## src/rtl/rr_sched_pkg.sv

```systemverilog
// Shared widths and types for the round-robin PLM scheduler and its response path.
// The scheduling kernel and the response router both size their buses from these constants.
package rr_sched_pkg;

  localparam int ADDR_WIDTH  = 4;
  localparam int VALUE_WIDTH = 8;
  localparam int NCONSUMERS  = 2;
  localparam int NBANKS      = 1;
  localparam int NPORTS      = 2;
  localparam int NKERNELS    = NBANKS * NPORTS;

  function automatic int id_width(input int n);
    return (n > 1) ? $clog2(n) : 1;
  endfunction

  localparam int ID_WIDTH = id_width(NCONSUMERS);

  // One kernel request: {valid, we, addr, wdata}
  localparam int REQ_WIDTH       = 2 + ADDR_WIDTH + VALUE_WIDTH;
  localparam int PLM_INPUT_WIDTH = NKERNELS * REQ_WIDTH;

  typedef struct packed {
    logic                live;
    logic [ID_WIDTH-1:0] id;
  } tag_t;

endpackage

```

## src/rtl/rr_tag_delay_line.sv

```systemverilog
// Ages one kernel's ownership tag by PLM_LATENCY cycles so it lines up with plm_rdata.
// Bubbles (live = 0) shift through like any other tag; reset empties every stage.
module rr_tag_delay_line #(
  parameter int  PLM_LATENCY = 1,
  parameter type tag_t       = rr_sched_pkg::tag_t
) (
  input  logic clk,
  input  logic reset,
  input  tag_t tag_in,
  output tag_t tag_out
);

  tag_t stage_q [PLM_LATENCY];
  tag_t stage_d [PLM_LATENCY];

  always_comb begin
    stage_d[0] = tag_in;
    for (int i = 1; i < PLM_LATENCY; i++) begin
      stage_d[i] = stage_q[i-1];
    end
  end

  always_ff @(posedge clk) begin
    for (int i = 0; i < PLM_LATENCY; i++) begin
      if (reset) begin
        stage_q[i] <= '0;
      end else begin
        stage_q[i] <= stage_d[i];
      end
    end
  end

  assign tag_out = stage_q[PLM_LATENCY-1];

endmodule

```

## src/rtl/rr_response_router.sv

```systemverilog
// Steers returning PLM read words to the consumer that issued each read, one-cycle valid pulse.
// Lowest kernel wins a same-consumer collision; collisions and out-of-range ids set sticky err.
module rr_response_router #(
  parameter int  ADDR_WIDTH  = 4,
  parameter int  VALUE_WIDTH = 8,
  parameter int  NCONSUMERS  = 2,
  parameter int  NBANKS      = 1,
  parameter int  NPORTS      = 2,
  parameter int  PLM_LATENCY = 1,
  localparam int NKERNELS    = NBANKS * NPORTS,
  localparam int ID_WIDTH    = rr_sched_pkg::id_width(NCONSUMERS)
) (
  input  logic                                  clk,
  input  logic                                  reset,
  input  logic [NKERNELS-1:0]                   grant_valid,
  input  logic [NKERNELS-1:0]                   grant_we,
  input  logic [NKERNELS-1:0][ID_WIDTH-1:0]     grant_id,
  input  logic [NKERNELS-1:0][VALUE_WIDTH-1:0]  plm_rdata,
  output logic [NCONSUMERS-1:0]                 resp_valid,
  output logic [NCONSUMERS-1:0][VALUE_WIDTH-1:0] resp_data,
  output logic                                  err
);

  if (PLM_LATENCY < 1) begin : g_bad_latency
    $error("rr_response_router: PLM_LATENCY must be at least 1");
  end
  if (ADDR_WIDTH < 1) begin : g_bad_addr
    $error("rr_response_router: ADDR_WIDTH must be at least 1");
  end

  typedef struct packed {
    logic                live;
    logic [ID_WIDTH-1:0] id;
  } tag_t;

  tag_t [NKERNELS-1:0] tag_in;
  tag_t [NKERNELS-1:0] tag_aged;

  for (genvar k = 0; k < NKERNELS; k++) begin : g_kernel
    // Writes and idle slots enter as bubbles so they can never claim a consumer.
    assign tag_in[k].live = grant_valid[k] & ~grant_we[k];
    assign tag_in[k].id   = grant_id[k];

    rr_tag_delay_line #(
      .PLM_LATENCY (PLM_LATENCY),
      .tag_t       (tag_t)
    ) u_delay (
      .clk     (clk),
      .reset   (reset),
      .tag_in  (tag_in[k]),
      .tag_out (tag_aged[k])
    );
  end

  logic [NCONSUMERS-1:0]                  resp_valid_q, resp_valid_d;
  logic [NCONSUMERS-1:0][VALUE_WIDTH-1:0] resp_data_q, resp_data_d;
  logic                                   err_q, err_d;
  logic [NCONSUMERS-1:0]                  claimed;

  always_comb begin
    resp_valid_d = '0;
    resp_data_d  = resp_data_q;
    err_d        = err_q;
    claimed      = '0;
    // Ascending scan gives the lowest kernel index priority on a shared consumer.
    for (int k = 0; k < NKERNELS; k++) begin
      if (tag_aged[k].live) begin
        if (int'(tag_aged[k].id) >= NCONSUMERS) begin
          err_d = 1'b1;
        end else if (claimed[tag_aged[k].id]) begin
          err_d = 1'b1;
        end else begin
          claimed[tag_aged[k].id]      = 1'b1;
          resp_valid_d[tag_aged[k].id] = 1'b1;
          resp_data_d[tag_aged[k].id]  = plm_rdata[k];
        end
      end
    end
  end

  always_ff @(posedge clk) begin
    if (reset) begin
      resp_valid_q <= '0;
      resp_data_q  <= '0;
      err_q        <= 1'b0;
    end else begin
      resp_valid_q <= resp_valid_d;
      resp_data_q  <= resp_data_d;
      err_q        <= err_d;
    end
  end

  assign resp_valid = resp_valid_q;
  assign resp_data  = resp_data_q;
  assign err        = err_q;

endmodule

```

## config.mk

```make
export PLATFORM = sky130hd
export DESIGN_NAME = rr_response_router
export DESIGN_NICKNAME = d
export VERILOG_FILES = /design/src/rtl/rr_sched_pkg.sv /design/src/rtl/rr_tag_delay_line.sv /design/src/rtl/rr_response_router.sv
export SDC_FILE = /design/constraint.sdc
export NUM_CORES = 1
export LEC_CHECK = 0
export ABC_AREA = 0
export CORE_UTILIZATION = 36
export DETAILED_ROUTE_END_ITERATION = 8
export PLACE_DENSITY = 0.73
export SYNTH_ARGS = -nofsm -noshare
export SYNTH_HDL_FRONTEND = slang
export SYNTH_SLANG_ARGS = --single-unit
```

## constraint.sdc

```tcl
create_clock -name clk -period 0.95 [get_ports clk]
set_input_delay 0.2375 -clock clk [delete_from_list [all_inputs] [get_ports clk]]
set_output_delay 0.2375 -clock clk [all_outputs]
set_load 0.05 [all_outputs]
```

# Yosys cells after proc, flatten, opt, wreduce, memory -nomap -nowiden
# Memory sizes are Yosys's and may differ from the RTL's.
# Index checks and enable logic that the tools add are counted.
[classes] n_mul=0 add_sub_neg=0 shift=0 n_reduce_logical=4 n_div=0 order_cmp=4 bitwise_logic=5 mux=32 n_eq_ne=0
[ops] cell="2-to-1 mux 16 bit" n=4
[ops] cell="bitwise mux 16 bit" n=2
[ops] cell="demux 8 bit (select 1 bit)" n=2
[ops] cell="2-to-1 mux 8 bit" n=2
[ops] cell="2-to-1 mux 1 bit" n=14
[ops] cell="2-to-1 mux 2 bit" n=6
[ops] cell="< comparator 1 x 2 -> 1 bit (second input constant)" n=2
[ops] cell="OR reduction 2 bit" n=2
[ops] cell="AND 1 bit" n=2
[ops] cell="demux 1 bit (select 1 bit)" n=2
[ops] cell="greater-or-equal comparator 1 bit (second input constant)" n=2
[ops] cell="logical AND 1 bit" n=2
[ops] cell="NOT 1 bit" n=2
[ops] cell="OR 2 bit" n=1
[word_totals] word_cells=51 reg_bits=19 in_bits=24 romBits=0 latch_bits=0 out_inout_bits=19 memories=2 mem_bits_rw=4
[memory_table] name="g_kernel[0].u_delay.stage_q" words=1 width=2 rd=1 rd_ports_with_merged_regs=0 write_ports=1 line_no="rr_tag_delay_line.sv:13" rtl="tag_t stage_q [PLM_LATENCY];"
[memory_table] name="g_kernel[1].u_delay.stage_q" words=1 width=2 rd=1 rd_ports_with_merged_regs=0 write_ports=1 line_no="rr_tag_delay_line.sv:13"

# Logic depth before layout (Yosys ltp)
# Gate-level depths: netlist of the first run.
[logic_depth] ltp_word=10 depth_mapped=5

# Cells and area by module
# From an unflattened synthesis of the first run, not the netlist that was laid out.
[hier_totals] hier_cells=102 hier_area_um2=974.7
[modules_own_cells] mod="rr_response_router" cells_per_inst=94 n_inst=1 area_per_inst_um2=869.6
[modules_own_cells] mod="rr_tag_delay_line" cells_per_inst=4 n_inst=2 area_per_inst_um2=52.6

# Least setup slack after synthesis of the first run
# Ideal clock, no wire load.
[synth_timing] path_kind="register to register" from="reg resp_data_q (netlist bit resp_data[6])" to="reg resp_data_q (netlist bit resp_data[6])" synth_period_minus_slack_ns=1.058 setup_slack_ns=-0.108 setup_time_ns=0.079 n_path_buf=0 arrival_ns=0.979 path_stages_with_launch=3 path_cell_list="dfxtp_1 -> mux2i_1 -> a211oi_2"
[synth_via] elab_chain_cells=6
[synth_rtl] item="start: declaration" line_no="rr_response_router.sv:56" rtl="logic [NCONSUMERS-1:0][VALUE_WIDTH-1:0] resp_data_q, resp_data_d;"
[synth_rtl] item="start signal: assignment" line_no="rr_response_router.sv:88" rtl="resp_data_q <= resp_data_d;"
[synth_rtl] item="bitwise mux 16 bit" line_no="rr_response_router.sv:75" rtl="resp_data_d[tag_aged[k].id] = plm_rdata[k];"
[synth_rtl] item="2-to-1 mux 16 bit" line_no="rr_response_router.sv:70" rtl="end else if (claimed[tag_aged[k].id]) begin"
[synth_rtl] item="2-to-1 mux 16 bit *" line_no="rr_response_router.sv:67" rtl="if (tag_aged[k].live) begin"
[synth_rtl] item="bitwise mux 16 bit" line_no="rr_response_router.sv:75"
[synth_rtl] item="2-to-1 mux 16 bit" line_no="rr_response_router.sv:70"
[synth_rtl] item="2-to-1 mux 16 bit *" line_no="rr_response_router.sv:67"
# Every way passes the cells marked *; elsewhere a longest branch is shown, timed or not.
# A chain may end at the register's enable or synchronous reset.

==> results.md, run 1 <==
* Status: finished with violations
* Failing checks: setup timing
* Pwr dens at 1101 nW/um^2
* Nets at 185
* Psw at 0.6232 mW
* Die width at 53.70 um
* Cells after Synth at 100
* Die Span Y at 53.70 um
* Clk_lat worst skew at 310 ps
* Initial Util at 38.49%
* Reg2Reg Depth at 4
* R2R Path Start: g_kernel[0].u_delay.stage_q[0][0]
* Vias in the first global route at 999
* R2r endpoint: resp_data[3]
* Setup-failing EPs final at 36
* Fin crit share at 114.5%
* I/O pins at 43
* Hold crit path type: input pin to flip-flop
* Max-slew violations at 0
* Synthesis-to-layout area growth at 102.2%
* CP Buf/Inv Count at 2
* Final antenna-violating net count at 0
* Clock sinks at 23
* Final hold slack at 471.2 ps
* Rows at 18
* Min Clock Period, post-route at 1087 ps
* Pre-CTS setup slack at -250.9 ps
* Mapped Nets at 124
* Flops & latches, synth at 23
* WS Path Type: flip-flop to flip-flop
* Unrepaired setup endpoints after global routing: yes
* CTS tree: yes
* Drt via density at 5.263
* N_diodes at 0
* Worst path max stage delay at 380 ps
* R2R Setup Slk at -140 ps
* Via Count at 1,000
* Sequential share of power at 49.7%
* Startpoint types: flip-flop
* Fmax at 919.7 MHz
* Worst Max-Slew Pin Slew at 234.0 ps
* Die Footprint at 2884 um^2
* Pleak at 0.7697 nW
* Buffers on Ports at 42
* Register clock-pin slew on the reported worst setup and hold paths at 120 ps
* Required time worst endpoint at 1180 ps
* Crit end category: flip-flop
* GR Util All Layers at 21.49%
* Placed Area at 1672 um^2
* Max clock buf depth at 2
* Largest net degree at the start of global routing at 24
* Cell Int Power at 1.518 mW
* Clock share of power at 21.0%
* Setup skew after layout at 8.786 ps
* CP delay by family, top: flip-flops
* Post-synth cell types at 22
* Routability Congestion at 0.7528
* Ratio of cells with drive above 1 in the final layout at 55.63%
* Syn Std Cell Area at 962.2 um^2
* Sw Share at 29.11%
* Initial antenna violation count at 0
* Yosys warning total at 0
* Overall routed net length at 3272 um
* Hold Fails Final Rpt at 0
* Area of the core at 2500 um^2
* Combinational share of power at 29.2%
* Remaining Overflow, GRT at 0
* Cell breakdown of the critical path: nand2b_4, buf_12, buf_4, a211oi_2
* Design Area, Final at 1946 um^2
* WHS Endpoint: g_kernel[0].u_delay.stage_q[0][0]
* Critical Path Fanout Max at 9
* Slew headroom at 84.40%
* Initial DRC count at 18
* First-pass GRT wire length at 4436 um
* Slowest cell on crit path: dfxtp_4
* Maximum VDD drop at 0.9693 mV
* CTS Buf Count at 3
* Syn_area_per_cell at 9.622 um^2
* DP HPWL at 1832 um
* Drt wl/cell at 17.22 um
* Max Cap Viol at 0
* Fill cells at 168
* Sequential fraction of the synthesis area at 47.85%
* Hold Path Depth at 2
* Hold Crit Start: grant_id[0]
* Design Power at 2.141 mW
* CTS root buf: clkbuf_4
* Crit path arrival time at 1320 ps
* Final WS setup at -137.4 ps
* Drt first pass iters at 4
* H-Tree Depth at 1
* DRC Markers at 0
* Crit. path cell count at 4
-- synthesized netlist by cell type, drive strengths merged --
cell     n  area, um^2
xnor2    1       8.760
nor2    17       66.32
a211oi   8       65.06
mux2i    8       80.08
nand2   10       47.55
buf      6       60.06
clkbuf   2       7.510
nor2b    2       12.51
nor3b    2       15.01
nand3    8       40.04
a21oi    2       10.01
nand2b   2       12.51
a311oi   8       70.07
dfxtp   23       460.4
a31oi    1       6.260
-- metrics by stage --
stage | utilization, % | setup TNS [ps] | instances
floorplan | - | -155.4 | 100
global placement | 66.87 | -3740 | 171
detailed placement | 66.87 | -4389 | 171
CTS | 72.02 | -3298 | 181
global route | 77.83 | -4993 | 190
finish | 77.83 | -3320 | 190
-- timing repair --
action,CTS,global route
hold buffers,0,0
cloned,1,1
pin swaps,9,5
endpoints found under the setup margin,35,38
gates resized for setup,16,15
buffers inserted,5,8
-- flip-flops by register name, summed over array words and instances (netlist names) --
name,flops
resp_data,16
g_kernel.u_delay.stage_q,4
resp_valid,2
err,1
-- final cells by class --
type                       instances  area [um^2]  share of cell area [%]
timing repair buffer              62        808.3                   41.54
multi-input combinational         71        571.8                   29.39
sequential                        23        501.7                   25.79
tap                               30        37.54                   1.929
clock buffer                       4        26.28                   1.350
-- power by group through the flow --
stage               logic (mW)  registers (mW)  clock network [mW]
floorplan                0.134            1.19                   0
detailed placement       0.541            1.08                   0
global route             0.654            1.07               0.502
finish                   0.626            1.06               0.451
global placement         0.533            1.08                   0
CTS                      0.573            1.06               0.471
-- per-layer routing --
| metal | up-vias | GRT usage [%] | wire length, um |
|---|---|---|---|
| met2 | 31 | 39.51 | 1790 |
| met1 | 486 | 24.57 | 1347 |
| li1 | 483 | - | - |
| met3 | 0 | 3.672 | 134 |
| met5 | - | 0 | 0 |
| met4 | 0 | 7.456 | 0 |
-- logic make-up after synthesis --
family	after synthesis	share of synthesized area, %
muxes	8	8.323
DFF	23	47.85
AOI/OAI and AO/OA	19	15.74
xor gates and xnor gates	1	0.9104
buffers and inverters	8	7.023
and+or+nand+nor	41	20.16
-- cells in the final DEF (no fill, tap or decap), drive strengths merged --
master,n
a211oi,8
a311oi,8
nor2,17
clkbuf,4
nor2b,2
mux2i,8
nand3,8
nand2,12
a31oi,1
xnor2,1
clkdlybuf4s50,23
nor3b,2
nand2b,2
dfxtp,23
buf,39
a21oi,2
-- worst max path at each step --
stage | startpoint | slack [ps] | end
2_1_floorplan | g_kernel[0].u_delay.stage_q[0][0] | -20 | resp_data[0]
3_3_place_gp | reset | -190 | resp_data[10]
3_5_place_dp | plm_rdata[13] | -250 | resp_data[13]
4_1_cts | resp_data[11] | -130 | resp_data[11]
5_1_grt | g_kernel[1].u_delay.stage_q[0][0] | -180 | resp_data[1]
6_report | g_kernel[0].u_delay.stage_q[0][0] | -140 | resp_data[3]
No activity file was read; power rests on OpenSTA's default activity.
==> run 2: changes to the inputs <==
- CAP_MARGIN: default -> 0
- CORE_ASPECT_RATIO: default -> 0.6
==> run 2 against run 1 <==
Against the previous run:
- die area is 0.22% higher
- sequential power hardly changed
- clock skew is 7.3 ps lower
- clock-buffer cell count is 1 lower
- the flow still finishes with violations (setup timing)
- via count is 1.2% lower
- critical path depth stayed put
- global-route usage is 1.1 points higher
- sequential cell count stayed put
==> results.md, run 2 (synthesis results as in run 1) <==
* Status: finished with violations
* Failing checks: setup timing
* Worst Max-Slew Pin Slew at 240.8 ps
* Design Power at 2.304 mW
* Max clock buf depth at 2
* Rows at 14
* Max reg flops at 16
* Max-slew violations at 0
* Hold_buf cts at 0
* Area of the core at 2522 um^2
* Min Clock Period, post-route at 1073 ps
* Nets at 179
* N_diodes at 0
* GR Util All Layers at 22.60%
* Via Count at 988
* Pleak at 0.7176 nW
* Slowest cell on crit path: dfxtp_2
* Register clock-pin slew on the reported worst setup and hold paths at 80 ps
* CTS Buf Count at 3
* Die Span Y at 42.05 um
* First-pass GRT wire length at 4616 um
* Setup_tns at -2302 ps
* WS Path Type: flip-flop to flip-flop
* Worst path max stage delay at 330 ps
* Startpoint types: flip-flop
* Setup skew after layout at 1.527 ps
* Buffers on Ports at 42
* Setup-failing EPs final at 36
* Crit end category: flip-flop
* Critical Path Fanout Max at 9
* Clock sinks at 23
* Max Cap Viol at 0
* Required time worst endpoint at 1120 ps
* Drt via density at 5.312
* Vias in the first global route at 964
* Final antenna-violating net count at 0
* Ratio of cells with drive above 1 in the final layout at 55.19%
* DRC Markers at 0
* I/O pins at 43
* Maximum VDD drop at 0.8433 mV
* Routability Congestion at 0.7692
* Drt first pass iters at 4
* Initial antenna violation count at 0
* CTS tree: yes
* Most common cell after layout, fill and taps aside: clkdlybuf4s50_1
* Synthesis-to-layout area growth at 99.09%
* Die Footprint at 2890 um^2
* Fmax at 932.0 MHz
* Slew headroom at 83.94%
* Overall routed net length at 3134 um
* Hold Fails Final Rpt at 0
* Initial Util at 38.14%
* Commonest non-fill, non-tap cells in the layout: 23 x clkdlybuf4s50_1, 20 x buf_12, 18 x dfxtp_2, 16 x nor2_1, 11 x buf_4
* Final Core Density at 75.94%
* CTS root buf: clkbuf_8
* Die width at 68.74 um
* Fin crit share at 112.9%
* Crit path arrival time at 1240 ps
* Unrepaired setup endpoints after global routing: yes
* Drt wl/cell at 16.85 um
* H-Tree Depth at 1
* Cell breakdown of the critical path: buf_4, nand2_8, nand2_1, a311oi_2
* DP HPWL at 1949 um
* Fill cells at 171
* Remaining Overflow, GRT at 0
* Final WS setup at -122.9 ps
* Largest net degree at the start of global routing at 24
* Hold crit path type: input pin to flip-flop
* Pwr dens at 1203 nW/um^2
* Clk_lat worst skew at 270 ps
* Initial DRC count at 140
run 2: final cells by class:
| cell class | instances | area [um^2] | area share [%] |
|---|---|---|---|
| tap | 32 | 40.04 | 2.090 |
| timing repair buffer | 57 | 747.0 | 38.99 |
| multi-input combinational | 70 | 580.6 | 30.31 |
| clock inverter | 1 | 5.005 | 0.2613 |
| sequential | 23 | 501.7 | 26.19 |
| clock buffer | 3 | 41.29 | 2.155 |
run 2: path summary, 6_finish.rpt:
path,from,depth (start not counted),slack (ps),endpoint
worst max-delay path,g_kernel[1].u_delay.stage_q[0][0],4,-120,resp_data[10]
worst min-delay path,grant_id[0],2,510,g_kernel[0].u_delay.stage_q[0][0]
worst max register to register,g_kernel[1].u_delay.stage_q[0][0],4,-120,resp_data[10]
worst min register to register,resp_data[15],2,510,resp_data[15]
run 2: critical path, delay by kind of cell, from the launching register on:
kind,cells,cell delay [ps]
DFF,1,330
AOI/OAI and AO/OA,1,280
and+or+nand+nor,2,190
buffers and inverters,1,170
run 2: metrics by stage:
step	setup slack, ps	instances	hold WS [ps]	cell area [um^2]
after floorplan	-19.58	100	301.7	1030
after global routing	-170.4	186	505.1	1916
after global placement	-238.7	174	484.9	1682
after CTS	-91.97	182	499.4	1810
after detailed placement	-251.7	174	501.1	1682
final	-122.9	186	508.8	1916
run 2: per-layer routing:
layer | vias up | part of all wire (%) | global-route usage (%)
met3 | 7 | 5.9 | 6.793
met4 | 0 | 0.96 | 4.898
li1 | 465 | - | -
met5 | - | 0 | 0
met2 | 39 | 51 | 36.67
met1 | 477 | 42 | 29.52
run 2: power by group:
part	internal, mW	switching [mW]	leakage [nW]	total [mW]
sequential	1.01	0.0573	0.199	1.07
clock	0.293	0.324	0.0255	0.617
combinational	0.340	0.279	0.493	0.620
run 2: what timing repair did:
| action | in CTS | in global routing |
|---|---|---|
| gates cloned | 1 | 0 |
| buffers inserted | 3 | 4 |
| pin swaps | 9 | 2 |
| endpoints found under the setup margin | 35 | 36 |
| gates resized for setup | 15 | 15 |
